==> src/rtl/rr_mux_reg.sv <==
// Registered N-to-1 channel mux with valid/ready handshake.
// Mode 0 forwards the channel picked by sel; mode 1 arbitrates round-robin over valid channels.
module rr_mux_reg #(
  parameter int unsigned data_bits = 8,
  parameter int unsigned sel_bits  = 2,
  localparam int unsigned N        = 2 ** sel_bits
) (
  input  logic                          clk,
  input  logic                          rst_n,
  input  logic [N-1:0][data_bits-1:0]   data_in,
  input  logic [N-1:0]                  in_valid,
  output logic [N-1:0]                  in_ready,
  input  logic [sel_bits-1:0]           sel,
  input  logic                          mode,
  output logic [data_bits-1:0]          data_out,
  output logic                          out_valid,
  input  logic                          out_ready,
  output logic [sel_bits-1:0]           out_sel
);

  logic [data_bits-1:0] data_q;
  logic                 valid_q;
  logic [sel_bits-1:0]  sel_q;
  logic [sel_bits-1:0]  ptr_q;

  logic                 load;
  logic                 grant;
  logic [sel_bits-1:0]  g;
  logic [sel_bits-1:0]  idx;

  assign load = !valid_q || out_ready;

  always_comb begin
    grant = 1'b0;
    g     = '0;
    idx   = '0;
    if (!mode) begin
      if (in_valid[sel]) begin
        grant = 1'b1;
        g     = sel;
      end
    end else begin
      // Search starts at ptr and wraps naturally via the sel_bits-wide sum.
      for (int k = 0; k < N; k++) begin
        idx = ptr_q + sel_bits'(k);
        if (!grant && in_valid[idx]) begin
          grant = 1'b1;
          g     = idx;
        end
      end
    end
  end

  always_comb begin
    in_ready = '0;
    for (int i = 0; i < N; i++) begin
      in_ready[i] = rst_n && load && grant && (g == sel_bits'(i));
    end
  end

  always_ff @(posedge clk or negedge rst_n) begin
    if (!rst_n) begin
      data_q  <= '0;
      valid_q <= 1'b0;
      sel_q   <= '0;
      ptr_q   <= '0;
    end else if (load) begin
      if (grant) begin
        data_q  <= data_in[g];
        sel_q   <= g;
        valid_q <= 1'b1;
        ptr_q   <= g + 1'b1;
      end else begin
        valid_q <= 1'b0;
      end
    end
  end

  assign data_out  = data_q;
  assign out_valid = valid_q;
  assign out_sel   = sel_q;

endmodule

==> config.mk <==
export PLATFORM = sky130hd
export DESIGN_NAME = rr_mux_reg
export DESIGN_NICKNAME = d
export VERILOG_FILES = /design/src/rtl/rr_mux_reg.sv
export SDC_FILE = /design/constraint.sdc
export NUM_CORES = 1
export LEC_CHECK = 0
export CAP_MARGIN = 10
export CORE_MARGIN = 5
export CORE_UTILIZATION = 39
export CTS_BUF_LIST = sky130_fd_sc_hd__clkbuf_2 sky130_fd_sc_hd__clkbuf_4 sky130_fd_sc_hd__clkbuf_8
export CTS_CLUSTER_SIZE = 12
export DETAILED_ROUTE_END_ITERATION = 10
export GPL_TIMING_DRIVEN = 0
export MAX_ROUTING_LAYER = met4
export PLACE_DENSITY = 0.89
export RECOVER_POWER = 50
export REMOVE_ABC_BUFFERS = 1
export SYNTH_ARGS = -nofsm -noshare
export SYNTH_HDL_FRONTEND = slang
export SYNTH_SLANG_ARGS = --single-unit
==> constraint.sdc <==
create_clock -name clk -period 2.5 [get_ports clk]
set_input_delay 0.5 -clock clk [delete_from_list [all_inputs] [get_ports clk]]
set_output_delay 0.5 -clock clk [all_outputs]
set_load 0.005 [all_outputs]
==> flow_summary.yaml <==
setup_path:
  worstPathMaxFanout: 3
  cp-start-kind: "input pin"
  path_cells: "dlygate4sd2_1 > mux4_2 > a21oi_4 > nor2_2 > nand3_2 > nor2_1 > dlygate4sd2_1"
  cp-end-kind: "output pin"
  worst-setup-path-type: "in -> out"
  path_common_cell: "dlygate4sd2_1"
  slowest_stage: "mux4_2"
  max_stage_delay_ns: 0.39
  cp_data_required_time_ns: 2.00
  arrival_ns: 1.95
sta:
  worst_slack_ns: 0.0500
  skew_ns: 0.00577
  setup_tns_ns: 0
  period_share_pct: 98.0
  worst_pin_slew_ns: 0.688
  hold_violations: 0
  finalSetupViolCount: 0
  min_period_ns: 2.45
  fmax_mhz: 408
  worst_hold_slack_ns: 0.355
  slew_headroom_pct: 54.1
  maxSlewViolCount: 0
placement:
  place_ws_ns: -0.951
  io_buffer_count: 56
  placed_cell_area_um2: 1550
  hpwl_um: 2430
  placedCellCount: 189
  place.gp.congestion: 0.779
drt:
  vias: 1183
  drc_errors: 0
  wl_per_cell_um: 18.4
  drt-total-wl_um: 3760
  drt.antenna.violating_nets: 0
  drtIter0Drc: 21
  drtPass1Iterations: 5
  routed_via_density: 5.80
floorplan:
  coreArea_um2: 2450
  num_rows: 18
  die_x_um: 60.4
  start_util_pct: 40.4
  die-area_um2: 3650
  ios: 57
  fp.dieH_um: 60.4
worst_hold_path:
  worst_hold_path_type: "in -> async"
final_layout:
  instances_no_fill: 204
  layout.nets: 217
  final_cell_area_um2: 1710
  area_delta_synth_final_pct: 72.8
  final_layout_size_suffix_gt1_share_pct: 23.6
  n_antenna_cell: 0
synth:
  syn_inst: 110
  synth_area_leaders: "dfrtp_1, a221oi_1, and2_1"
  ys_async_sr_fraction_pct: 100
  yosys_most_used_dff: "dfrtp_1"
  ys_seq_elements: 13
  yosysWarnings: 0
  yosysTopAreaCell: "dfrtp_1"
  synth_top_area_share_pct: 32.8
  ys_types: 30
  synthesis.area_um2: 992
  synth_edf_count: 0
  synth_area_per_cell_um2: 9.02
  ys_seq_area_share_pct: 32.8
clock_tree:
  insertion_delay_ns: 0.29
  root_buffer: "clkbuf_4"
  htreeDepth: 1
  cts_hold_buf: 0
  cts_tree: "built"
  clk_path_buf_depth: 2
  numCtsBuffers: 3
  clk_pin_slew_worst_paths_ns: 0.09
  cts.sinks: 13
outcome:
  status: "finished, final reports clean"
global_routing:
  grt_max_degree: 23
  grt_pass1_vias: 1244
  antenna_found_initial: 0
  grt_overflow_total: 0
  track_usage_pct: 23.4
  grt_pass1_wl_um: 6020
power_and_ir_drop:
  p_leak_nw: 0.693
  p_per_area_nw_per_um2: 557
  ir_drop_mv: 0.343
job:
  maxCapViolations: 0
path summary, 6_finish.rpt:
check | start | to | slack, ns | depth (start not counted)
max reg2reg | ptr_q[1] | data_out[6] | 0.48 | 5
min | rst_n | ptr_q[1] | 0.35 | 1
min in group clk | data_out[1] | data_out[1] | 0.48 | 2
max in group asynchronous | rst_n | out_sel[0] | 1.71 | 1
min reg2reg | data_out[1] | data_out[1] | 0.48 | 2
max | sel[1] | in_ready[0] | 0.05 | 7
power breakdown:
group          leakage (nW)  switching (W)  total [W]  internal (W)
combinational         0.519       0.000221   0.000509      0.000287
sequential            0.157      0.0000417   0.000310      0.000268
clock                0.0177      0.0000768   0.000136     0.0000595
cell families (layout without fill, tap and decap cells):
family | Yosys count | count (layout) | share of synthesized area (%)
AO/OA/AOI/OAI | 35 | 35 | 30.0
XOR/XNOR | 1 | 1 | 0.883
buffers and inverters | 8 | 72 | 4.92
flip-flops | 13 | 13 | 32.8
multiplexers | 3 | 3 | 4.41
AND/OR/NAND/NOR | 50 | 50 | 27.0
Yosys cell counts, drive strengths merged, types with 2 or more instances:
cell     n
a21o     2
a21oi    2
a221oi  16
and2    17
and3     2
buf      5
clkbuf   2
dfrtp   13
nand2   12
nand2b   3
nand3    4
nor2     9
nor2b    2
o21ai    2
o31ai    8
state kept, by name (all words and copies together) (netlist names):
signal	flops
out_valid	1
data_out	8
out_sel	2
ptr_q	2
metrics by stage:
stage | utilization, % | power [W]
global route | 69.8 | 0.00102
floorplan | - | 0.000513
CTS | 70.1 | 0.000934
detailed placement | 62.9 | 0.000743
global placement | 62.9 | 0.000729
finish | 69.8 | 0.000955
cell usage in the layout, fill, tap and decap left out, types with 2 or more instances in the layout:
cell type / Yosys / final
a21o_1: 2 / 2
nand3_4: 0 / 2
clkbuf_4: 0 / 3
buf_2: 3 / 2
clkbuf_2: 0 / 3
dlygate4sd2_1: 0 / 5
nand3_2: 1 / 2
nand2_1: 12 / 12
and2_1: 17 / 17
o21ai_1: 2 / 2
clkdlybuf4s15_2: 0 / 2
a221oi_1: 15 / 15
and3_4: 0 / 2
o31ai_1: 8 / 8
nand2b_1: 2 / 2
dfrtp_1: 13 / 13
clkdlybuf4s50_1: 0 / 44
buf_4: 0 / 11
nor2_1: 9 / 8
area by class of cell:
cell class / count / area, um^2
clock buffers: 3 / 22.5
fillers: 186 / 741
well taps: 30 / 37.5
clock inverters: 1 / 5.00
inverters: 1 / 3.75
multi-input cells: 89 / 706
repair buffers: 67 / 614
flip-flops and latches: 13 / 325
layer usage:
layer	share of wire [%]	wire length (um)	GRT usage (%)	up-vias
met5	0	0	-	-
met4	3.5	131	12.4	0
met3	6.1	231	5.11	12
met2	56	2120	42.4	51
met1	34	1280	23.2	571
li1	-	-	-	549
what timing repair did:
item | in CTS | in global routing
setup endpoints to repair | 12 | 4
hold endpoints to repair | 0 | 0
pin swaps | 7 | 5
gates resized for setup | 36 | 11
setup buffers | 10 | 1
critical path: cells and delay by family:
| family | cells | cell delay, ns |
|---|---|---|
| AOI/OAI and AO/OA | 1 | 0.21 |
| buffers and inverters | 2 | 0.61 |
| muxes | 1 | 0.39 |
| and+or+nand+nor | 3 | 0.23 |
Power figures use the tool's default switching activity.
